File: config.mk
export PLATFORM = sky130hd
export DESIGN_NAME = mcs51_xbus_master_flat
export DESIGN_NICKNAME = d
export VERILOG_FILES = /design/src/rtl/mcs51_xbus_master_if.sv /design/src/rtl/mcs51_xbus_master.sv /design/src/flat_wrapper.sv
export SDC_FILE = /design/constraint.sdc
export NUM_CORES = 1
export LEC_CHECK = 0
export CAP_MARGIN = 20
export CELL_PAD_IN_SITES_DETAIL_PLACEMENT = 1
export CELL_PAD_IN_SITES_GLOBAL_PLACEMENT = 2
export CORE_MARGIN = 3
export CORE_UTILIZATION = 30
export DETAILED_ROUTE_END_ITERATION = 8
export PLACE_DENSITY = 0.86
export SYNTH_ARGS = -nofsm -noshare
export SYNTH_HDL_FRONTEND = slang
export SYNTH_SLANG_ARGS = --single-unit
File: constraint.sdc
create_clock -name clk -period 2.1 [get_ports clk]
set_input_delay 0.42 -clock clk [delete_from_list [all_inputs] [get_ports clk]]
set_output_delay 0.42 -clock clk [all_outputs]
set_load 0.005 [all_outputs]
File: src/rtl/mcs51_xbus_master_if.sv
// MCS-51 external bus bundle: core-side req/ack command port plus the P0/P2/strobe pad signals.
// master = the bus sequencer, slave = the core and pads driving it.
interface mcs51_xbus_master_if;
    logic        req;
    logic [1:0]  kind;
    logic        short_addr;
    logic [15:0] addr;
    logic [7:0]  wdata;
    logic [7:0]  p2_sfr;
    logic        ack;
    logic [7:0]  rdata;
    logic        ale;
    logic        psen_n;
    logic        rd_n;
    logic        wr_n;
    logic [7:0]  p0_out;
    logic        p0_oe;
    logic [7:0]  p0_in;
    logic [7:0]  p2_out;

    modport master (
        input  req, kind, short_addr, addr, wdata, p2_sfr, p0_in,
        output ack, rdata, ale, psen_n, rd_n, wr_n, p0_out, p0_oe, p2_out
    );

    modport slave (
        output req, kind, short_addr, addr, wdata, p2_sfr, p0_in,
        input  ack, rdata, ale, psen_n, rd_n, wr_n, p0_out, p0_oe, p2_out
    );
endinterface

File: src/rtl/mcs51_xbus_master.sv
// MCS-51 multiplexed external bus master: ALE-framed address on P0/P2, then one PSEN_n/RD_n/WR_n strobe.
// Ack ALE_CYCLES+STROBE_CYCLES+2 cycles after accept (1 for no-op); one transaction at a time, req sampled only in IDLE.
module mcs51_xbus_master #(
    parameter int ALE_CYCLES    = 1,
    parameter int STROBE_CYCLES = 2
) (
    input  logic                 clk,
    input  logic                 rst,
    mcs51_xbus_master_if.master  bus
);
    typedef enum logic [2:0] {S_IDLE, S_ADDR, S_HOLD, S_STROBE, S_END} state_t;

    localparam logic [1:0] K_FETCH = 2'b00;
    localparam logic [1:0] K_READ  = 2'b01;
    localparam logic [1:0] K_WRITE = 2'b10;
    localparam logic [1:0] K_NOP   = 2'b11;
    localparam logic [3:0] ALE_LAST = 4'(ALE_CYCLES - 1);
    localparam logic [3:0] STB_LAST = 4'(STROBE_CYCLES - 1);

    state_t      state, state_nxt;
    logic [3:0]  cnt, cnt_nxt;
    logic [1:0]  cmd_kind;
    logic        cmd_short;
    logic [15:0] cmd_addr;
    logic [7:0]  cmd_wdata;
    logic [7:0]  cmd_p2;

    logic [1:0]  e_kind;
    logic        e_short;
    logic [15:0] e_addr;
    logic [7:0]  e_wdata;
    logic [7:0]  e_p2;

    logic        ale_r, psen_n_r, rd_n_r, wr_n_r, p0_oe_r, ack_r;
    logic [7:0]  p0_out_r, p2_out_r, rdata_r;
    logic        ale_nxt, psen_n_nxt, rd_n_nxt, wr_n_nxt, p0_oe_nxt, ack_nxt;
    logic [7:0]  p0_out_nxt, p2_out_nxt, rdata_nxt;

    // Pins are registered from the next state, so on the accepting edge the
    // command comes straight from the inputs rather than the command registers.
    always_comb begin
        e_kind  = cmd_kind;
        e_short = cmd_short;
        e_addr  = cmd_addr;
        e_wdata = cmd_wdata;
        e_p2    = cmd_p2;
        if (state == S_IDLE) begin
            e_kind  = bus.kind;
            e_short = bus.short_addr;
            e_addr  = bus.addr;
            e_wdata = bus.wdata;
            e_p2    = bus.p2_sfr;
        end
    end

    always_comb begin
        state_nxt  = state;
        cnt_nxt    = cnt;
        ale_nxt    = 1'b0;
        psen_n_nxt = 1'b1;
        rd_n_nxt   = 1'b1;
        wr_n_nxt   = 1'b1;
        p0_oe_nxt  = 1'b0;
        ack_nxt    = 1'b0;
        p0_out_nxt = p0_out_r;
        p2_out_nxt = p2_out_r;
        rdata_nxt  = rdata_r;

        case (state)
            S_IDLE: begin
                if (bus.req) begin
                    state_nxt = (bus.kind == K_NOP) ? S_END : S_ADDR;
                    cnt_nxt   = '0;
                end
            end
            S_ADDR: begin
                if (cnt == ALE_LAST) begin
                    state_nxt = S_HOLD;
                    cnt_nxt   = '0;
                end else begin
                    cnt_nxt = cnt + 4'd1;
                end
            end
            S_HOLD: begin
                state_nxt = S_STROBE;
                cnt_nxt   = '0;
            end
            S_STROBE: begin
                if (cnt == STB_LAST) state_nxt = S_END;
                else                 cnt_nxt   = cnt + 4'd1;
            end
            S_END:   state_nxt = S_IDLE;
            default: state_nxt = S_IDLE;
        endcase

        case (state_nxt)
            S_IDLE: p2_out_nxt = bus.p2_sfr;
            S_ADDR: begin
                ale_nxt    = 1'b1;
                p0_oe_nxt  = 1'b1;
                p0_out_nxt = e_addr[7:0];
                p2_out_nxt = e_short ? e_p2 : e_addr[15:8];
            end
            S_HOLD: begin
                p0_oe_nxt  = 1'b1;
                p0_out_nxt = e_addr[7:0];
            end
            S_STROBE: begin
                case (e_kind)
                    K_FETCH: psen_n_nxt = 1'b0;
                    K_READ:  rd_n_nxt   = 1'b0;
                    K_WRITE: begin
                        wr_n_nxt   = 1'b0;
                        p0_oe_nxt  = 1'b1;
                        p0_out_nxt = e_wdata;
                    end
                    default: ;
                endcase
            end
            S_END: begin
                ack_nxt = 1'b1;
                if (e_kind == K_WRITE) begin
                    p0_oe_nxt  = 1'b1;
                    p0_out_nxt = e_wdata;
                end
                // Sampled on the edge leaving STROBE: the last strobe-low cycle's data.
                if (state == S_STROBE && (e_kind == K_FETCH || e_kind == K_READ))
                    rdata_nxt = bus.p0_in;
            end
            default: ;
        endcase
    end

    always_ff @(posedge clk) begin
        if (rst) begin
            state     <= S_IDLE;
            cnt       <= '0;
            cmd_kind  <= K_NOP;
            cmd_short <= 1'b0;
            cmd_addr  <= '0;
            cmd_wdata <= '0;
            cmd_p2    <= '0;
            ale_r     <= 1'b0;
            psen_n_r  <= 1'b1;
            rd_n_r    <= 1'b1;
            wr_n_r    <= 1'b1;
            p0_oe_r   <= 1'b0;
            p0_out_r  <= 8'h00;
            p2_out_r  <= 8'hFF;
            ack_r     <= 1'b0;
            rdata_r   <= 8'h00;
        end else begin
            state    <= state_nxt;
            cnt      <= cnt_nxt;
            ale_r    <= ale_nxt;
            psen_n_r <= psen_n_nxt;
            rd_n_r   <= rd_n_nxt;
            wr_n_r   <= wr_n_nxt;
            p0_oe_r  <= p0_oe_nxt;
            p0_out_r <= p0_out_nxt;
            p2_out_r <= p2_out_nxt;
            ack_r    <= ack_nxt;
            rdata_r  <= rdata_nxt;
            if (state == S_IDLE && bus.req) begin
                cmd_kind  <= bus.kind;
                cmd_short <= bus.short_addr;
                cmd_addr  <= bus.addr;
                cmd_wdata <= bus.wdata;
                cmd_p2    <= bus.p2_sfr;
            end
        end
    end

    assign bus.ale    = ale_r;
    assign bus.psen_n = psen_n_r;
    assign bus.rd_n   = rd_n_r;
    assign bus.wr_n   = wr_n_r;
    assign bus.p0_oe  = p0_oe_r;
    assign bus.p0_out = p0_out_r;
    assign bus.p2_out = p2_out_r;
    assign bus.ack    = ack_r;
    assign bus.rdata  = rdata_r;

    always @(posedge clk) begin
        assert (ALE_CYCLES >= 1 && ALE_CYCLES <= 4)
            else $error("ALE_CYCLES out of range 1..4");
        assert (STROBE_CYCLES >= 1 && STROBE_CYCLES <= 8)
            else $error("STROBE_CYCLES out of range 1..8");
        if (!rst) begin
            assert ({psen_n_r, rd_n_r, wr_n_r} inside {3'b111, 3'b011, 3'b101, 3'b110})
                else $error("more than one strobe low");
            assert (!(ale_r && !(psen_n_r && rd_n_r && wr_n_r)))
                else $error("strobe overlaps ale");
        end
    end
endmodule
File: src/flat_wrapper.sv
// flat-port wrapper written by rule: the top's interface ports become plain ports
module mcs51_xbus_master_flat 
#(
    parameter int ALE_CYCLES    = 1,
    parameter int STROBE_CYCLES = 2
)
  (clk, rst, bus_req, bus_kind, bus_short_addr, bus_addr, bus_wdata, bus_p2_sfr, bus_p0_in, bus_ack, bus_rdata, bus_ale, bus_psen_n, bus_rd_n, bus_wr_n, bus_p0_out, bus_p0_oe, bus_p2_out);
  mcs51_xbus_master_if bus_i ();
  input  logic clk;
  input  logic rst;
  input wire logic [$bits(bus_i.req)-1:0] bus_req;
  input wire logic [$bits(bus_i.kind)-1:0] bus_kind;
  input wire logic [$bits(bus_i.short_addr)-1:0] bus_short_addr;
  input wire logic [$bits(bus_i.addr)-1:0] bus_addr;
  input wire logic [$bits(bus_i.wdata)-1:0] bus_wdata;
  input wire logic [$bits(bus_i.p2_sfr)-1:0] bus_p2_sfr;
  input wire logic [$bits(bus_i.p0_in)-1:0] bus_p0_in;
  output wire logic [$bits(bus_i.ack)-1:0] bus_ack;
  output wire logic [$bits(bus_i.rdata)-1:0] bus_rdata;
  output wire logic [$bits(bus_i.ale)-1:0] bus_ale;
  output wire logic [$bits(bus_i.psen_n)-1:0] bus_psen_n;
  output wire logic [$bits(bus_i.rd_n)-1:0] bus_rd_n;
  output wire logic [$bits(bus_i.wr_n)-1:0] bus_wr_n;
  output wire logic [$bits(bus_i.p0_out)-1:0] bus_p0_out;
  output wire logic [$bits(bus_i.p0_oe)-1:0] bus_p0_oe;
  output wire logic [$bits(bus_i.p2_out)-1:0] bus_p2_out;
  assign bus_i.req = bus_req;
  assign bus_i.kind = bus_kind;
  assign bus_i.short_addr = bus_short_addr;
  assign bus_i.addr = bus_addr;
  assign bus_i.wdata = bus_wdata;
  assign bus_i.p2_sfr = bus_p2_sfr;
  assign bus_i.p0_in = bus_p0_in;
  assign bus_ack = bus_i.ack;
  assign bus_rdata = bus_i.rdata;
  assign bus_ale = bus_i.ale;
  assign bus_psen_n = bus_i.psen_n;
  assign bus_rd_n = bus_i.rd_n;
  assign bus_wr_n = bus_i.wr_n;
  assign bus_p0_out = bus_i.p0_out;
  assign bus_p0_oe = bus_i.p0_oe;
  assign bus_p2_out = bus_i.p2_out;
  mcs51_xbus_master #(.ALE_CYCLES(ALE_CYCLES), .STROBE_CYCLES(STROBE_CYCLES)) u_core (.clk(clk), .rst(rst), .bus(bus_i));
endmodule
==> metrics.log, run 1 <==
[metrics] status: finished clean
[metrics] Crit-path slowest cell: sky130_fd_sc_hd__o21a_1
[metrics] initial core utilization: 0.3148
[metrics] fraction of post-synthesis cell area in the top cell type by area: 0.4116
[metrics] maximum buffer depth of the clock tree: 2
[metrics] maximum clock frequency: 515.3 MHz
[metrics] top cell type by total area after synthesis: sky130_fd_sc_hd__dfxtp_1
[metrics] data required time of the worst path: 2290 ps
[metrics] DRC violation count after routing: 0
[metrics] Peak VDD IR: 0.4724 mV
[metrics] start-to-end type of the worst setup path: primary input to register
[metrics] Cells after DPL: 624
[metrics] vias post-DR: 3,338
[metrics] clock tree from TritonCTS: yes
[metrics] final std cells w/o fill: 643
[metrics] share of the yosys chip area belonging to registers: 0.4116
[metrics] EDFF count, synth: 0
[metrics] endpoint type of the worst setup path: register
[metrics] maximum fanout along the worst path: 9
[metrics] count of buffers inserted at the top-level ports: 75
[metrics] min-delay worst type: register to register
[metrics] largest net degree at the start of global routing: 36
[metrics] cell area power density: 907.7 nW/um2
[metrics] Via density: 5.191
[metrics] share of the clock period used by the worst path after layout: 0.9242
[metrics] number of global-route vias before repair: 3,426
[metrics] # Max-Cap Violations: 0
[metrics] Setup Viol. Count Final: 0
[metrics] Startpoint Class: primary input
[metrics] sum of overflow across all layers after global routing: 0
[metrics] Tmin final: 1941 ps
[metrics] ranking of synthesized cells by area: sky130_fd_sc_hd__dfxtp_1, sky130_fd_sc_hd__nand2_1, sky130_fd_sc_hd__mux2i_1
[metrics] static leakage: 1.905 nW
[metrics] synth unique cells: 49
[metrics] number of placement rows: 38
[metrics] number of inserted diodes: 0
[metrics] Core ar.: 11,130 um2
[metrics] global placement routability congestion: 0.7713
[metrics] number of warnings printed during yosys synthesis: 0
[metrics] dominant register cell in the synthesized netlist: sky130_fd_sc_hd__dfxtp_1
[metrics] Num Clock Sinks: 72
[metrics] unrepaired setup endpoints after global routing: no
[metrics] post-layout net count: 547
[metrics] crit-path cells: clkdlybuf4s50_1 > and4b_1 > o21bai_1 > o21a_1 > o41ai_2
[metrics] die extent in y: 114.0 um
[metrics] syn_area_per_cell: 8.358 um2
[metrics] synthesized netlist net count: 468
[metrics] Clock H-tree levels: 3
[metrics] I/O pin cnt: 76
[metrics] Die X: 114.0 um
[metrics] fraction of layout cells with a size suffix above 1: 0.1233
[metrics] global-route wire length before repair: 17,580 um
[metrics] Largest stage delay, worst path: 510 ps
[metrics] async set-reset flop share out of synthesis: 0
[metrics] Tightest Pin Transition: 583.9 ps
[metrics] Pins Over Slew Limit: 0
[metrics] headroom to the max-slew limit: 0.6102
[metrics] WL per Instance: 17.03 um
[metrics] total global routing track utilization: 0.1689
[metrics] antenna violations before repair: 1
[metrics] Hold Violations, Final: 0
[metrics] Total Die Area: 13,010 um2
[metrics] sum of net half-perimeters after detailed placement: 7414 um
[metrics] number of nets with antenna violations after detailed routing: 0
[metrics] clock transition at the register clock pins on the worst setup and hold paths after CTS: 60 ps
[metrics] area added between synthesis and finish: 37.01%
[metrics] final clock skew: 6.685 ps
[metrics] total iterations of the first detailed-routing run: 4
[metrics] endpoint arrival time on the critical path: 2130 ps
[metrics] Clock Root Buffer: sky130_fd_sc_hd__clkbuf_16
[metrics] Synth Instances: 419
[metrics] flop and latch count out of synthesis: 72
[metrics] routed wire length: 10,950 um
[metrics] violation count after the first detailed-routing iteration: 93
[metrics] worst-skew pair later-pin latency: 330 ps
[metrics] cell area after synthesis: 3502 um2
[metrics] CTS buffer count: 9
[metrics] total power draw: 4.355 mW
## worst max-delay path: cells and delay by family
kind | cells | cell delay [ps]
AND/OR/NAND/NOR | 1 | 270
AO/OA/AOI/OAI | 3 | 950
buffers and inverters | 1 | 490
## registers in the layout, indices dropped and copies added, names as in the netlist, 2 cells and up
name	flops
u_core.cmd_addr	16
u_core.bus.p0_out	8
u_core.bus.p2_out	8
u_core.bus.rdata	8
u_core.cmd_p2	8
u_core.cmd_wdata	8
u_core.cnt	4
u_core.state	3
u_core.cmd_kind	2
## per-layer routing
| metal | up-vias | global-route usage | share of wire |
|---|---|---|---|
| met3 | 10 | 0.03501 | 0.041 |
| met2 | 60 | 0.2943 | 0.50 |
| met1 | 1639 | 0.2127 | 0.45 |
| met5 | - | 0 | 0.0012 |
| li1 | 1627 | - | - |
| met4 | 2 | 0.04276 | 0.0062 |
## what timing repair did
item | 4_1_cts | 5_1_grt
buffers inserted | 0 | 2
gates resized for setup | 0 | 3
hold buffers | 0 | 0
setup endpoints to repair | 0 | 12
## cells in the mapped netlist, types with 3 or more instances
cell,n
sky130_fd_sc_hd__nand2_1,106
sky130_fd_sc_hd__dfxtp_1,72
sky130_fd_sc_hd__a21oi_1,44
sky130_fd_sc_hd__mux2i_1,23
sky130_fd_sc_hd__nor2_1,23
sky130_fd_sc_hd__clkbuf_1,18
sky130_fd_sc_hd__and3_1,16
sky130_fd_sc_hd__o21ai_0,13
sky130_fd_sc_hd__nor3_1,12
sky130_fd_sc_hd__o2111ai_1,9
sky130_fd_sc_hd__o41ai_2,8
sky130_fd_sc_hd__o311ai_1,7
sky130_fd_sc_hd__buf_4,6
sky130_fd_sc_hd__inv_1,6
sky130_fd_sc_hd__buf_2,5
sky130_fd_sc_hd__nor2b_1,5
sky130_fd_sc_hd__a21boi_0,3
sky130_fd_sc_hd__buf_6,3
sky130_fd_sc_hd__ha_1,3
sky130_fd_sc_hd__nand3_1,3
sky130_fd_sc_hd__or3_1,3
## final cells by class
type                            instances  area, um2
Fill cell                            1326       6327
Clock buffer                           11      252.7
Tap cell                              140      175.2
Timing Repair Buffer                  101      953.4
Inverter                                6      22.52
Clock inverter                          5      78.83
Sequential cell                        72       1441
Multi-Input combinational cell        308       1874
## path summary, 6_finish.rpt
| check | start | end | slack, ps | cells past startpoint |
|---|---|---|---|---|
| min | u_core.cmd_addr[13]$_SDFFE_PP0P_ | u_core.cmd_addr[13]$_SDFFE_PP0P_ | 450 | 2 |
| max reg2reg | u_core.cnt[1]$_SDFFE_PP0P_ | u_core.bus.p2_out[7]$_SDFFE_PP1P_ | 200 | 7 |
| min reg2reg | u_core.cmd_addr[13]$_SDFFE_PP0P_ | u_core.cmd_addr[13]$_SDFFE_PP0P_ | 450 | 2 |
| max | bus_kind[1] | u_core.bus.p0_out[3]$_SDFFE_PP0P_ | 160 | 5 |
## metrics by stage
step	TNS (ps)	hold slack, ps	area, um2	util	setup WS [ps]
detailed placement	-1781	446.3	4436	0.3987	-164.1
CTS	0	454.8	4767	0.4285	21.49
global placement	-453.1	441.2	4436	0.3987	-44.04
finish	0	453.1	4798	0.4313	159.3
global route	0	474.5	4798	0.4313	37.81
floorplan	0	435.7	3502	-	239.6
## where the power goes
part | total, mW | switching, mW | internal [mW]
combinational | 1.07 | 0.567 | 0.499
sequential | 1.59 | 0.0912 | 1.50
clock | 1.70 | 0.596 | 1.10
total | 4.36 | 1.25 | 3.10
## cells by family (layout without fill, tap and decap cells)
kind of cell	count (synthesis)	count (layout)	synth area share
xor gates and xnor gates	1	1	0.002501
muxes	24	24	0.07217
DFF	72	72	0.4116
adders and majority gates	3	3	0.01072
and+or+nand+nor	182	182	0.2401
buffers and inverters	40	123	0.05787
AOI/OAI and AO/OA	97	98	0.2051
## placed cells by master (no fill, tap or decap), types with 2 or more instances in the layout
cell type and count:
sky130_fd_sc_hd__a21boi_0 3, sky130_fd_sc_hd__a21oi_1 44, sky130_fd_sc_hd__and2_1 2, sky130_fd_sc_hd__and3_1 16
sky130_fd_sc_hd__buf_4 25, sky130_fd_sc_hd__bufinv_16 2, sky130_fd_sc_hd__clkbuf_16 9, sky130_fd_sc_hd__clkbuf_8 2
sky130_fd_sc_hd__clkdlybuf4s50_1 74, sky130_fd_sc_hd__clkinv_2 2, sky130_fd_sc_hd__dfxtp_1 72, sky130_fd_sc_hd__ha_1 3
sky130_fd_sc_hd__inv_1 6, sky130_fd_sc_hd__mux2i_1 23, sky130_fd_sc_hd__nand2_1 106, sky130_fd_sc_hd__nand3_1 3
sky130_fd_sc_hd__nor2_1 23, sky130_fd_sc_hd__nor2b_1 5, sky130_fd_sc_hd__nor3_1 12, sky130_fd_sc_hd__nor3b_1 2
sky130_fd_sc_hd__o2111ai_1 9, sky130_fd_sc_hd__o21ai_0 13, sky130_fd_sc_hd__o311ai_1 7, sky130_fd_sc_hd__o41ai_2 8
sky130_fd_sc_hd__or3_1 3
Power figures use the tool's default switching activity.
==> inputs of run 2 (changes only) <==
--- a/config.mk
+++ b/config.mk
@@ -5,13 +5,14 @@
 export SDC_FILE = /design/constraint.sdc
 export NUM_CORES = 1
 export LEC_CHECK = 0
+export ABC_AREA = 0
 export CAP_MARGIN = 20
 export CELL_PAD_IN_SITES_DETAIL_PLACEMENT = 1
 export CELL_PAD_IN_SITES_GLOBAL_PLACEMENT = 2
 export CORE_MARGIN = 3
-export CORE_UTILIZATION = 30
+export CORE_UTILIZATION = 32
 export DETAILED_ROUTE_END_ITERATION = 8
-export PLACE_DENSITY = 0.86
+export PLACE_DENSITY = 0.9
 export SYNTH_ARGS = -nofsm -noshare
 export SYNTH_HDL_FRONTEND = slang
 export SYNTH_SLANG_ARGS = --single-unit
==> constraint.sdc (replaced) <==
create_clock -name clk -period 2.4 [get_ports clk]
set_input_delay 0.48 -clock clk [delete_from_list [all_inputs] [get_ports clk]]
set_output_delay 0.48 -clock clk [all_outputs]
set_load 0.005 [all_outputs]
==> run 2 against run 1 <==
First-iteration DRC count is 49% higher. Design area is 4.2% lower. Setup slack better by 200 ps. Flip-flop and latch count stayed put. Register-to-register slack better by 150 ps. Die area is 5.9% lower. Combinational power is 17% lower. Clock skew is 3.8 ps higher. Largest cell class unchanged. Largest power group is now sequential cells.
==> metrics.log, run 2 (same netlist as run 1, synthesis figures left out) <==
[metrics] DRC violation count after routing: 0 (unchanged)
[metrics] Most flops, register: u_core.cmd_addr (unchanged)
[metrics] met3 Resource Use GR: 0.03233 (was 0.03501)
[metrics] total negative slack: 0 ps (unchanged)
[metrics] number of global-route vias before repair: 3,386 (was 3,426)
[metrics] number of nets with antenna violations after detailed routing: 0 (unchanged)
[metrics] status: finished clean (unchanged)
[metrics] die extent in y: 110.6 um (was 114.0 um)
[metrics] sum of net half-perimeters after detailed placement: 7118 um (was 7414 um)
[metrics] Clock Root Buffer: sky130_fd_sc_hd__clkbuf_8 (was sky130_fd_sc_hd__clkbuf_16)
[metrics] data required time of the worst path: 2660 ps (was 2290 ps)
[metrics] area added between synthesis and finish: 31.26% (was 37.01%)
[metrics] total global routing track utilization: 0.1671 (was 0.1689)
[metrics] WL per Instance: 16.04 um (was 17.03 um)
[metrics] Worst R2R Setup Slack: 350 ps (was 200 ps)
[metrics] worst-skew pair later-pin latency: 340 ps (was 330 ps)
[metrics] # resized after CTS: 0 (unchanged)
[metrics] Tmin final: 2045 ps
[metrics] Hold Violations, Final: 0 (unchanged)
[metrics] Crit. Startpoint: u_core.cnt[1]$_SDFFE_PP0P_ (was bus_kind[1])
[metrics] Tightest Pin Transition: 694.8 ps (was 583.9 ps)
[metrics] final clock skew: 10.52 ps (was 6.685 ps)
[metrics] fraction of layout cells with a size suffix above 1: 0.1014 (was 0.1233)
[metrics] static leakage: 1.807 nW (was 1.905 nW)
[metrics] sum of overflow across all layers after global routing: 0 (unchanged)
[metrics] reg-to-reg critical path endpoint: u_core.bus.p2_out[6]$_SDFFE_PP1P_ (was u_core.bus.p2_out[7]$_SDFFE_PP1P_)
[metrics] I/O pin cnt: 76 (unchanged)
[metrics] most common cell after layout, fill and taps aside: sky130_fd_sc_hd__nand2_1 (unchanged)
[metrics] utilization after layout: 0.4394 (was 0.4313)
[metrics] Total Die Area: 12,240 um2 (was 13,010 um2)
[metrics] number of flip-flops under the largest register name: 16 (unchanged)
[metrics] largest net degree at the start of global routing: 38 (was 36)
[metrics] Largest stage delay, worst path: 550 ps (was 510 ps)
[metrics] unrepaired setup endpoints after global routing: no (unchanged)
[metrics] FF-to-FF Start: u_core.cnt[1]$_SDFFE_PP0P_ (unchanged)
[metrics] global placement routability congestion: 0.7718 (was 0.7713)
[metrics] vias post-DR: 3,203 (was 3,338)
[metrics] routed wire length: 10,090 um (was 10,950 um)
[metrics] Crit-path slowest cell: sky130_fd_sc_hd__a221o_1 (was sky130_fd_sc_hd__o21a_1)
[metrics] clock tree from TritonCTS: yes (unchanged)
[metrics] share of the clock period used by the worst path after layout: 0.8523
[metrics] M2 GR Usage: 0.2791 (was 0.2943)
[metrics] met1 track utilization from global routing: 0.2233 (was 0.2127)
[metrics] count of cells along the worst register-to-register path: 6 (was 7)
[metrics] count of buffers inserted at the top-level ports: 75 (unchanged)
[metrics] start-to-end type of the worst setup path: register to register (was primary input to register)
[metrics] maximum buffer depth of the clock tree: 2 (unchanged)
[metrics] number of placement rows: 37 (was 38)
[metrics] Via density: 5.092 (was 5.191)
[metrics] Setup Viol. Count Final: 0 (unchanged)
[metrics] global-route wire length before repair: 17,130 um (was 17,580 um)
[metrics] cts hold-fix bufs: 0 (unchanged)
[metrics] endpoint arrival time on the critical path: 2310 ps (was 2130 ps)
[metrics] CTS buffer count: 9 (unchanged)
[metrics] Core ar.: 10,460 um2 (was 11,130 um2)
[metrics] Startpoint Class: register (was primary input)
[metrics] # Max-Cap Violations: 0 (unchanged)
[metrics] Num Clock Sinks: 72 (unchanged)
[metrics] number of setup buffers added after CTS: 0 (unchanged)
[metrics] total iterations of the first detailed-routing run: 4 (unchanged)
[metrics] global route hottest layer: met2 (unchanged)
[metrics] antenna violations before repair: 0 (was 1)
[metrics] end point of the critical path: u_core.bus.p2_out[6]$_SDFFE_PP1P_ (was u_core.bus.p0_out[3]$_SDFFE_PP0P_)
[metrics] Die X: 110.6 um (was 114.0 um)
[metrics] violation count after the first detailed-routing iteration: 139 (was 93)
[metrics] highest-count cells in the layout ignoring fill and taps: sky130_fd_sc_hd__nand2_1, sky130_fd_sc_hd__clkdlybuf4s50_1, sky130_fd_sc_hd__dfxtp_1, sky130_fd_sc_hd__a21oi_1 (was sky130_fd_sc_hd__nand2_1, sky130_fd_sc_hd__clkdlybuf4s50_1, sky130_fd_sc_hd__dfxtp_1, sky130_fd_sc_hd__a21oi_1, sky130_fd_sc_hd__buf_4)
[metrics] post-layout net count: 537 (was 547)
[metrics] clock transition at the register clock pins on the worst setup and hold paths after CTS: 90 ps (was 60 ps)
[metrics] maximum clock frequency: 488.9 MHz
[metrics] Clock H-tree levels: 3 (unchanged)
[metrics] Pins Over Slew Limit: 0 (unchanged)
[metrics] min-delay worst type: register to register (unchanged)
[metrics] endpoint type of the worst setup path: register (unchanged)
[metrics] headroom to the max-slew limit: 0.5332 (was 0.6102)
[metrics] initial core utilization: 0.3347 (was 0.3148)
[metrics] worst hold stages: 2 (unchanged)
[metrics] number of inserted diodes: 0 (unchanged)
[metrics] number of fill cells in the layout: 1,263 (was 1,326)
[metrics] cell area power density: 727.4 nW/um2 (was 907.7 nW/um2)
[metrics] maximum fanout along the worst path: 10 (was 9)
[metrics] Peak VDD IR: 0.2835 mV (was 0.4724 mV)
[metrics] crit-path cells: inv_1 > ha_1 > or3b_1 > a221o_1 > a21bo_1 > a32oi_2 (was clkdlybuf4s50_1 > and4b_1 > o21bai_1 > o21a_1 > o41ai_2)
## run 2: area by class of cell
class | count | area (um2) | area share
clock buffer | 9 | 123.9 | 0.02695
clock inverter | 7 | 95.09 | 0.02069
inverter | 6 | 22.52 | 0.004899
multi-input combinational | 307 | 1858 | 0.4042
sequential | 72 | 1441 | 0.3136
tap | 136 | 170.2 | 0.03702
timing repair buffer | 92 | 885.9 | 0.1927
## run 2: how the worst min path moves through the flow
stage	from	endpoint	slack, ps
floorplan	u_core.cmd_addr[10]$_SDFFE_PP0P_	u_core.cmd_addr[10]$_SDFFE_PP0P_	440
global route	u_core.cmd_wdata[6]$_SDFFE_PP0P_	u_core.cmd_wdata[6]$_SDFFE_PP0P_	490
detailed placement	u_core.cmd_wdata[6]$_SDFFE_PP0P_	u_core.cmd_wdata[6]$_SDFFE_PP0P_	450
finish	u_core.cmd_wdata[6]$_SDFFE_PP0P_	u_core.cmd_wdata[6]$_SDFFE_PP0P_	460
global placement	u_core.cmd_p2[6]$_SDFFE_PP0P_	u_core.cmd_p2[6]$_SDFFE_PP0P_	440
CTS	u_core.cmd_addr[14]$_SDFFE_PP0P_	u_core.cmd_addr[14]$_SDFFE_PP0P_	460
## run 2: through the flow
stage               instance area, um2  setup slack [ps]  hold WS (ps)  power (mW)  instances
floorplan                         3502             539.6         435.7       1.934        419
global placement                  4378             148.9         440.7       2.279        613
detailed placement                4378             54.31         450.1       2.303        613
CTS                               4597             342.0         461.2       3.383        629
global route                      4597             192.0         485.4       3.530        629
finish                            4597             354.5         459.2       3.344        629
## run 2: power breakdown
part / internal [mW] / switching, mW / total (mW)
Sequential: 1.31 / 0.0819 / 1.39
Combinational: 0.414 / 0.469 / 0.883
Clock: 0.587 / 0.483 / 1.07
Total: 2.31 / 1.03 / 3.34
## run 2: metal layers
metal	up-vias	wire, um
met1	1520	4833
met4	0	59
met3	6	374
li1	1602	-
met2	75	4821
met5	-	0
## run 2: worst max-delay path, delay by kind of cell (launching register included)
family	cells	cell delay, ps
adder cells (fa/ha/maj)	1	130
AO/OA/AOI/OAI	3	940
flip-flops	1	340
AND/OR/NAND/NOR	1	480
buffers and inverters	1	80
